==> config.mk <==
export PLATFORM = sky130hd
export DESIGN_NAME = peripheral_arbiter_wb
export DESIGN_NICKNAME = d
export VERILOG_FILES = /design/src/rtl/peripheral_arbiter_wb.sv
export SDC_FILE = /design/constraint.sdc
export NUM_CORES = 1
export LEC_CHECK = 0
export ABC_AREA = 1
export BUFFER_PORTS_ARGS = -buffer_cell sky130_fd_sc_hd__buf_2
export CORE_AREA = 4 4 127 129
export DETAILED_ROUTE_END_ITERATION = 12
export DIE_AREA = 0 0 131 133
export GPL_TIMING_DRIVEN = 0
export PLACE_DENSITY = 0.47
export SYNTH_ARGS = -nofsm -noshare
export SYNTH_HDL_FRONTEND = slang
export SYNTH_SLANG_ARGS = --single-unit
==> constraint.sdc <==
create_clock -name wb_clk_i -period 2 [get_ports wb_clk_i]
set_clock_uncertainty 0.2 [all_clocks]
set_input_delay 0.1 -clock wb_clk_i [delete_from_list [all_inputs] [get_ports wb_clk_i]]
set_output_delay 0.1 -clock wb_clk_i [all_outputs]
set_load 0.005 [all_outputs]
==> src/rtl/peripheral_arbiter_wb.sv <==
// -----------------------------------------------------------------------------
// peripheral_arbiter_wb
//
// Round-robin Wishbone arbiter sharing one slave port between NUM_MASTERS
// masters. A grant is taken in IDLE, held for the whole Wishbone cycle
// (classic or burst) while the owner keeps m_cyc_i high, and released through
// IDLE so the shared bus is idle for at least one clock between owners. The
// master that just released has the lowest priority at the next arbitration.
//
// Optional build macro: PERIPHERAL_ARBITER_WB_TIMEOUT_EN
//   Adds a watchdog counting strobed clocks without a slave response. When it
//   expires the owner gets a one-clock m_err_o, and s_cyc_o/s_stb_o are held
//   low until that master drops cyc. Without the macro a hung slave keeps the
//   grant forever.
//
// Ports:
//   wb_clk_i, wb_rst_ni       clock, asynchronous active-low reset
//   m_*_i                     packed master request buses, master k at [k*W+:W]
//   m_dat_o/ack/err/rty       read data (broadcast) and per-master responses
//   s_*_o / s_*_i             single shared slave port
//   grant_o                   one-hot current owner, for debug
// -----------------------------------------------------------------------------
module peripheral_arbiter_wb #(
  parameter int NUM_MASTERS = 2,
  parameter int AW          = 32,
  parameter int DW          = 32,
  parameter int TIMEOUT     = 256
) (
  input  logic                        wb_clk_i,
  input  logic                        wb_rst_ni,
  input  logic [NUM_MASTERS*AW-1:0]   m_adr_i,
  input  logic [NUM_MASTERS*DW-1:0]   m_dat_i,
  input  logic [NUM_MASTERS*DW/8-1:0] m_sel_i,
  input  logic [NUM_MASTERS-1:0]      m_we_i,
  input  logic [NUM_MASTERS*3-1:0]    m_cti_i,
  input  logic [NUM_MASTERS*2-1:0]    m_bte_i,
  input  logic [NUM_MASTERS-1:0]      m_cyc_i,
  input  logic [NUM_MASTERS-1:0]      m_stb_i,
  output logic [NUM_MASTERS*DW-1:0]   m_dat_o,
  output logic [NUM_MASTERS-1:0]      m_ack_o,
  output logic [NUM_MASTERS-1:0]      m_err_o,
  output logic [NUM_MASTERS-1:0]      m_rty_o,
  output logic [AW-1:0]               s_adr_o,
  output logic [DW-1:0]               s_dat_o,
  output logic [DW/8-1:0]             s_sel_o,
  output logic                        s_we_o,
  output logic [2:0]                  s_cti_o,
  output logic [1:0]                  s_bte_o,
  output logic                        s_cyc_o,
  output logic                        s_stb_o,
  input  logic [DW-1:0]               s_dat_i,
  input  logic                        s_ack_i,
  input  logic                        s_err_i,
  input  logic                        s_rty_i,
  output logic [NUM_MASTERS-1:0]      grant_o
);

  localparam int SW = DW / 8;
  localparam int IW = (NUM_MASTERS > 1) ? $clog2(NUM_MASTERS) : 1;

  typedef enum logic {ST_IDLE, ST_GRANT} state_t;

  state_t                 r_state, w_state_nxt;
  logic [NUM_MASTERS-1:0] r_grant, w_grant_nxt;
  logic [IW-1:0]          r_gidx,  w_gidx_nxt;
  logic [IW-1:0]          r_last,  w_last_nxt;
  logic [IW-1:0]          w_pick;
  logic                   w_found;
  logic                   w_kill;     // watchdog is suppressing the forwarded cycle
  logic                   w_tmo_err;  // one-clock watchdog error to the owner

  // Round-robin search: first requester after the last owner, wrapping.
  always_comb begin
    int k;
    k       = 0;
    w_found = 1'b0;
    w_pick  = '0;
    for (int i = 1; i <= NUM_MASTERS; i++) begin
      k = int'(r_last) + i;
      if (k >= NUM_MASTERS) k = k - NUM_MASTERS;
      if (!w_found && m_cyc_i[k]) begin
        w_found = 1'b1;
        w_pick  = k[IW-1:0];
      end
    end
  end

  // NOTE: every combinational output gets a default first so no path leaves it
  // unassigned; otherwise synthesis infers a latch to hold the old value.
  always_comb begin
    w_state_nxt = r_state;
    w_grant_nxt = r_grant;
    w_gidx_nxt  = r_gidx;
    w_last_nxt  = r_last;
    case (r_state)
      ST_IDLE: begin
        if (w_found) begin
          w_state_nxt = ST_GRANT;
          w_grant_nxt = NUM_MASTERS'(1) << w_pick;
          w_gidx_nxt  = w_pick;
        end
      end
      ST_GRANT: begin
        // Held regardless of cti/bte: only the owner's cyc ends the tenure.
        if (!m_cyc_i[r_gidx]) begin
          w_state_nxt = ST_IDLE;
          w_grant_nxt = '0;
          w_last_nxt  = r_gidx;
        end
      end
      default: w_state_nxt = ST_IDLE;
    endcase
  end

  // NOTE: sequential state uses non-blocking assignments so every register
  // samples the pre-edge values, independent of statement order.
  always_ff @(posedge wb_clk_i or negedge wb_rst_ni) begin
    if (!wb_rst_ni) begin
      r_state <= ST_IDLE;
      r_grant <= '0;
      r_gidx  <= '0;
      r_last  <= IW'(NUM_MASTERS - 1);  // master 0 wins the first arbitration
    end else begin
      r_state <= w_state_nxt;
      r_grant <= w_grant_nxt;
      r_gidx  <= w_gidx_nxt;
      r_last  <= w_last_nxt;
    end
  end

  // Forwarding mux; r_grant is zero in IDLE so the slave sees an idle bus.
  always_comb begin
    s_adr_o = '0;
    s_dat_o = '0;
    s_sel_o = '0;
    s_we_o  = 1'b0;
    s_cti_o = '0;
    s_bte_o = '0;
    s_cyc_o = 1'b0;
    s_stb_o = 1'b0;
    for (int k = 0; k < NUM_MASTERS; k++) begin
      if (r_grant[k]) begin
        s_adr_o = m_adr_i[k*AW +: AW];
        s_dat_o = m_dat_i[k*DW +: DW];
        s_sel_o = m_sel_i[k*SW +: SW];
        s_we_o  = m_we_i[k];
        s_cti_o = m_cti_i[k*3 +: 3];
        s_bte_o = m_bte_i[k*2 +: 2];
        s_cyc_o = m_cyc_i[k] & ~w_kill;
        s_stb_o = m_stb_i[k] & ~w_kill;
      end
    end
  end

  assign m_dat_o = {NUM_MASTERS{s_dat_i}};
  assign m_ack_o = r_grant & {NUM_MASTERS{s_ack_i}};
  assign m_err_o = r_grant & {NUM_MASTERS{s_err_i | w_tmo_err}};
  assign m_rty_o = r_grant & {NUM_MASTERS{s_rty_i}};
  assign grant_o = r_grant;

`ifdef PERIPHERAL_ARBITER_WB_TIMEOUT_EN
  localparam int CW = $clog2(TIMEOUT + 1);

  logic [CW-1:0] r_tmo_cnt;
  logic          r_tmo_kill;
  logic          w_stb_raw;

  // The expiry decision uses the master's own strobe, not s_stb_o, so the
  // suppression it causes cannot feed back into it.
  assign w_stb_raw = |(r_grant & m_stb_i);
  assign w_tmo_err = (r_state == ST_GRANT) && !r_tmo_kill && w_stb_raw &&
                     (r_tmo_cnt == CW'(TIMEOUT - 1));
  assign w_kill    = r_tmo_kill | w_tmo_err;

  always_ff @(posedge wb_clk_i or negedge wb_rst_ni) begin
    if (!wb_rst_ni) begin
      r_tmo_cnt  <= '0;
      r_tmo_kill <= 1'b0;
    end else begin
      if (r_state == ST_IDLE || s_ack_i || s_err_i || s_rty_i || !s_stb_o)
        r_tmo_cnt <= '0;
      else
        r_tmo_cnt <= r_tmo_cnt + 1'b1;

      if (r_state == ST_IDLE)
        r_tmo_kill <= 1'b0;
      else if (w_tmo_err)
        r_tmo_kill <= 1'b1;
    end
  end
`else
  logic w_unused_timeout;

  assign w_tmo_err        = 1'b0;
  assign w_kill           = 1'b0;
  assign w_unused_timeout = (TIMEOUT > 0);
`endif

endmodule

# == Yosys cells after proc, flatten, opt, wreduce, memory -nomap -nowiden ==
# Cells that the tools add are included.
# op_classes
n_reduce_logical,5
shift,1
bitwise_logic,5
addsub,4
mux,36
eq_ne,2
order_cmp,5
# op_table
op,count
2-to-1 mux 32 bit,6
"less-than comparator 32 x 3 -> 1 bit, second input constant",2
2-to-1 mux 1 bit,20
2-to-1 mux 2 bit,4
2-to-1 mux 4 bit,2
AND 2 bit,3
2-to-1 mux 3 bit,2
AND reduction 2 bit,3
"!= test 2 bit, second input constant",2
case mux 2 bit (2 select lines),1
"subtractor 3 x 2 -> 4 bit, second input constant",1
"adder 1 x 2 -> 3 bit, second input constant",1
">= comparator 3 x 2 -> 1 bit, second input constant",1
"subtractor 2 x 2 -> 3 bit, second input constant",1
"adder 1 x 1 -> 2 bit, second input constant",1
">= comparator 2 bit, second input constant",1
"less-than comparator 1 x 2 -> 1 bit, second input constant",1
NOT 1 bit,2
case mux 1 bit (2 select lines),1
"<< shifter 1 x 1 -> 2 bit, first input constant",1
logical AND 1 bit,1
logical NOT 1 bit,1
# totals
reg_bits,5
wordCells,62
in_bits,189

# == Longest topological paths before layout ==
# logic_depth
depth_word,13
depth_mapped,6
depth_no_buf,5

# == Worst setup path before layout ==
# OpenSTA, ideal clock, no wires.
# synth_timing
path_type,flip-flop to output port
from,"register r_grant[1], in the netlist grant_o[1]"
to,output s_adr_o[0]
arrival_ns,0.949
setup_slack_ns,0.751
path_stages_with_launch,7
cell_sequence,dfrtp_1 -> buf_6 -> inv_2 -> buf_6 -> buf_6 -> nand3_1 -> nand2_1
# synth_between
elab_chain_len,1
# synth_rtl
element,line_no,text
"start, declared",64,"logic [NUM_MASTERS-1:0] r_grant, w_grant_nxt;"
"start signal, assigned",125,r_grant <= w_grant_nxt;
2-to-1 mux 32 bit,142,if (r_grant[k]) begin
"end, declared",43,"output logic [AW-1:0] s_adr_o,"
# No other way between the ends.

# == Final worst setup path ==
# layout_timing
from,input m_cyc_i[0]
to,register r_state
# layout_between
elab_chain_len,9
elab_cells_between_ends,15
cone_classes,mux: 13; reduce/logical: 2
# layout_rtl
element,line_no,text
"start, declared",37,"input logic [NUM_MASTERS-1:0] m_cyc_i,"
2-to-1 mux 1 bit (not written as such) (3 in series),81,if (!w_found && m_cyc_i[k]) begin
2-to-1 mux 1 bit,81,
logical NOT 1 bit,81,
logical AND 1 bit,81,
2-to-1 mux 1 bit,81,
2-to-1 mux 1 bit,97,if (w_found) begin
case mux 1 bit (2 select lines) (*),95,case (r_state)
named net w_state_nxt,63,"state_t r_state, w_state_nxt;"
"end signal, assigned",124,r_state <= w_state_nxt;
"end, declared",63,
# The timed path passes the listed nets; every way through them passes the cells marked *. The select of a mux whose other input is x is not followed.
# A chain may end at the register's enable or synchronous reset.

==> out/metrics.cfg <==
[outcome]
status=completed

[cells_and_area]
drive_above_1_share_pct=59.2
fill_cells=1733
layout_common_cells=buf_2, nand2_1, nand3_1
seqCellArea_um2=126
antenna_cells=0
layout_commonest_cell=buf_2
final_nets=861
multi_input_area_um2=1050
syn_to_final_growth_pct=100

[sta]
finalSetupViolations=0
maxSlewViolCount=0
finalHoldViolations=0
fin_tns_setup_ps=0
tightest_slew_ps=481
fin_hold_ws_ps=35.2
slew_headroom_pct=67.9
rsz0062_at_grt=false
period_share_pct=96.7
fin_crit_ps=1930
timing.fmax_ghz=0.517

[placement]
io_buffer_count=304
gp_congestion=0.818
hpwl_um=9340

[worst_setup_path]
critPathCaptureType=flop
reg2reg_to=r_state
crit_type=primary input to flop
slowest_delay_ps=580
path_cells=dlygate4sd3_1 > buf_2 > o21ai_0 > nand3_1 > dlygate4sd3_1
cpMostUsedCell=dlygate4sd3_1
crit_fanout=6
cp.arrival_ps=1840
reg2reg_depth=4
cp_slowest_cell=dlygate4sd3_1
start_kind=primary input
crit_buf_inv=3
r2r_start=r_state
cpLargestDelayFamily=buffers and inverters
r2r_slack_ps=340
required_ps=1900

[clock_network]
clk_pin_slew_ps=30
hold_buffers=4
cts_setup_buffers=0
cts-root-buf=clkbuf_16
cts.sinks=5
clock_latency_ps=230
cts_made_buffers=3
cts_tree=yes
cts_buffer_depth=2
htree_levels=1
cts-resized-gates=0

[synthesis]
ys_seq_elements=5
synthDistinctLibCells=12
ys_seq_area_share_pct=6.75
syn_nets=548
synth-xor-area-share_pct=0
synth_top_area_share_pct=33.1
synth_top_area_cell=nand2_1
synth_cells=359
synth_top_family_by_area=simple AND/OR/NAND/NOR gates
synth.top_cells.by_area=nand2_1, buf_4, nand3_1
synthMuxAreaShare_pct=0
synth_compound_area_share_pct=0.936
netlist_area_um2=1870
synthSimpleGateAreaFrac_pct=55.3
synthAdderAreaFrac_pct=0
ys_warn_count=0
avgSynthCellArea_um2=5.21

[grt]
grt_overflow=0
antenna_found_initial=0
grt_max_degree=11
track_usage_pct=10.7
grt_pass1_vias=3069
grt_pass1_wl_um=15200

[floorplanning]
placementRows=45
core_um2=15000
chipWidth_um=131
die-area_um2=17400
fp.dieH_um=133
start_util_pct=12.5
pin_count=337

[pwr]
p_seq_share_pct=6.3
swShare_pct=49.6
leakagePower_nw=2.59
irDropWorstVdd_mv=0.540
p_int_mw=1.53
combPwrFrac_pct=82.9
switchingPower_mw=1.51
powerDensity_nw_per_um2=813
clockPowerShare_pct=10.8

[hold_path]
worstHoldPathType=primary input to asynchronous set/reset pin

[detailed_routing]
drt_iter0_markers=102
drc=0
vias=3228
routed_via_density=3.76
drt_first_pass_iters=4
antenna_left=0
wl_per_cell_um=12.5
wl_um=10700

[run]
drv_cap=0

[synthesized netlist by cell type]
library cell	n
dfstp_2	1
nand2_1	165
buf_4	66
dfrtp_1	4
o21ai_0	2
inv_1	12
inv_2	1
buf_2	17
o211ai_1	1
nand3_1	83
buf_6	5
clkbuf_1	2
[routing by layer]
layer	track usage, %	part of all wire (%)	vias to the layer above
li1	-	-	1687
met1	12.6	39	1376
met2	21.0	53	161
met3	1.29	8.1	4
met4	1.03	0.41	0
met5	0	0	-
[area by class of cell]
class	instances	share of cell area, %
buffer	90	17.2
clock buffer	4	2.10
inverter	13	1.30
multi-input combinational	251	28.1
sequential	5	3.37
tap	188	6.28
timing repair buffer	308	41.7
[power by group through the flow]
| stage | Sequential [mW] | Combinational (mW) | Clock, mW |
|---|---|---|---|
| global placement | 0.195 | 2.60 | 0 |
| detailed placement | 0.193 | 2.58 | 0 |
| floorplan | 0.187 | 1.37 | 0 |
| CTS | 0.192 | 2.61 | 0.337 |
| finish | 0.192 | 2.53 | 0.329 |
| global route | 0.199 | 2.86 | 0.352 |
[worst register-to-register path, stage by stage (launching register included)]
cell and delay, ps:
dfrtp_1 380, inv_1 80, o21ai_0 180, nand3_1 120
dlygate4sd3_1 580
[through the flow]
step	cell area, um^2	total power [mW]	std cells	setup WS, ps	utilization [%]
after global routing	3750	3.41	859	13.6	24.9
after CTS	3750	3.14	859	109	24.9
after detailed placement	3630	2.77	851	395	24.1
final	3750	3.05	859	66.0	24.9
after global placement	3630	2.80	851	370	24.1
after floorplan	1870	1.56	359	751	-
[worst max path at each step]
stage,cells after the start,from,slack [ps],end
after detailed placement,7,grant_o[1],390,s_adr_o[5]
after global routing,5,m_cyc_i[1],10,r_state
final,5,m_cyc_i[0],70,r_state
after global placement,7,grant_o[1],370,s_adr_o[10]
after floorplan,6,grant_o[1],750,s_adr_o[0]
after CTS,5,m_cyc_i[0],110,r_state
[cells by family after synthesis]
family,Yosys count
AOI/OAI and AO/OA,3
buffers and inverters,103
DFF,5
and+or+nand+nor,248
[sequential cells by signal, summed over array words and instances (netlist names)]
register and cells:
grant_o 2, r_gidx 1, r_last 1, r_state 1
No activity file was read; power rests on OpenSTA's default activity.
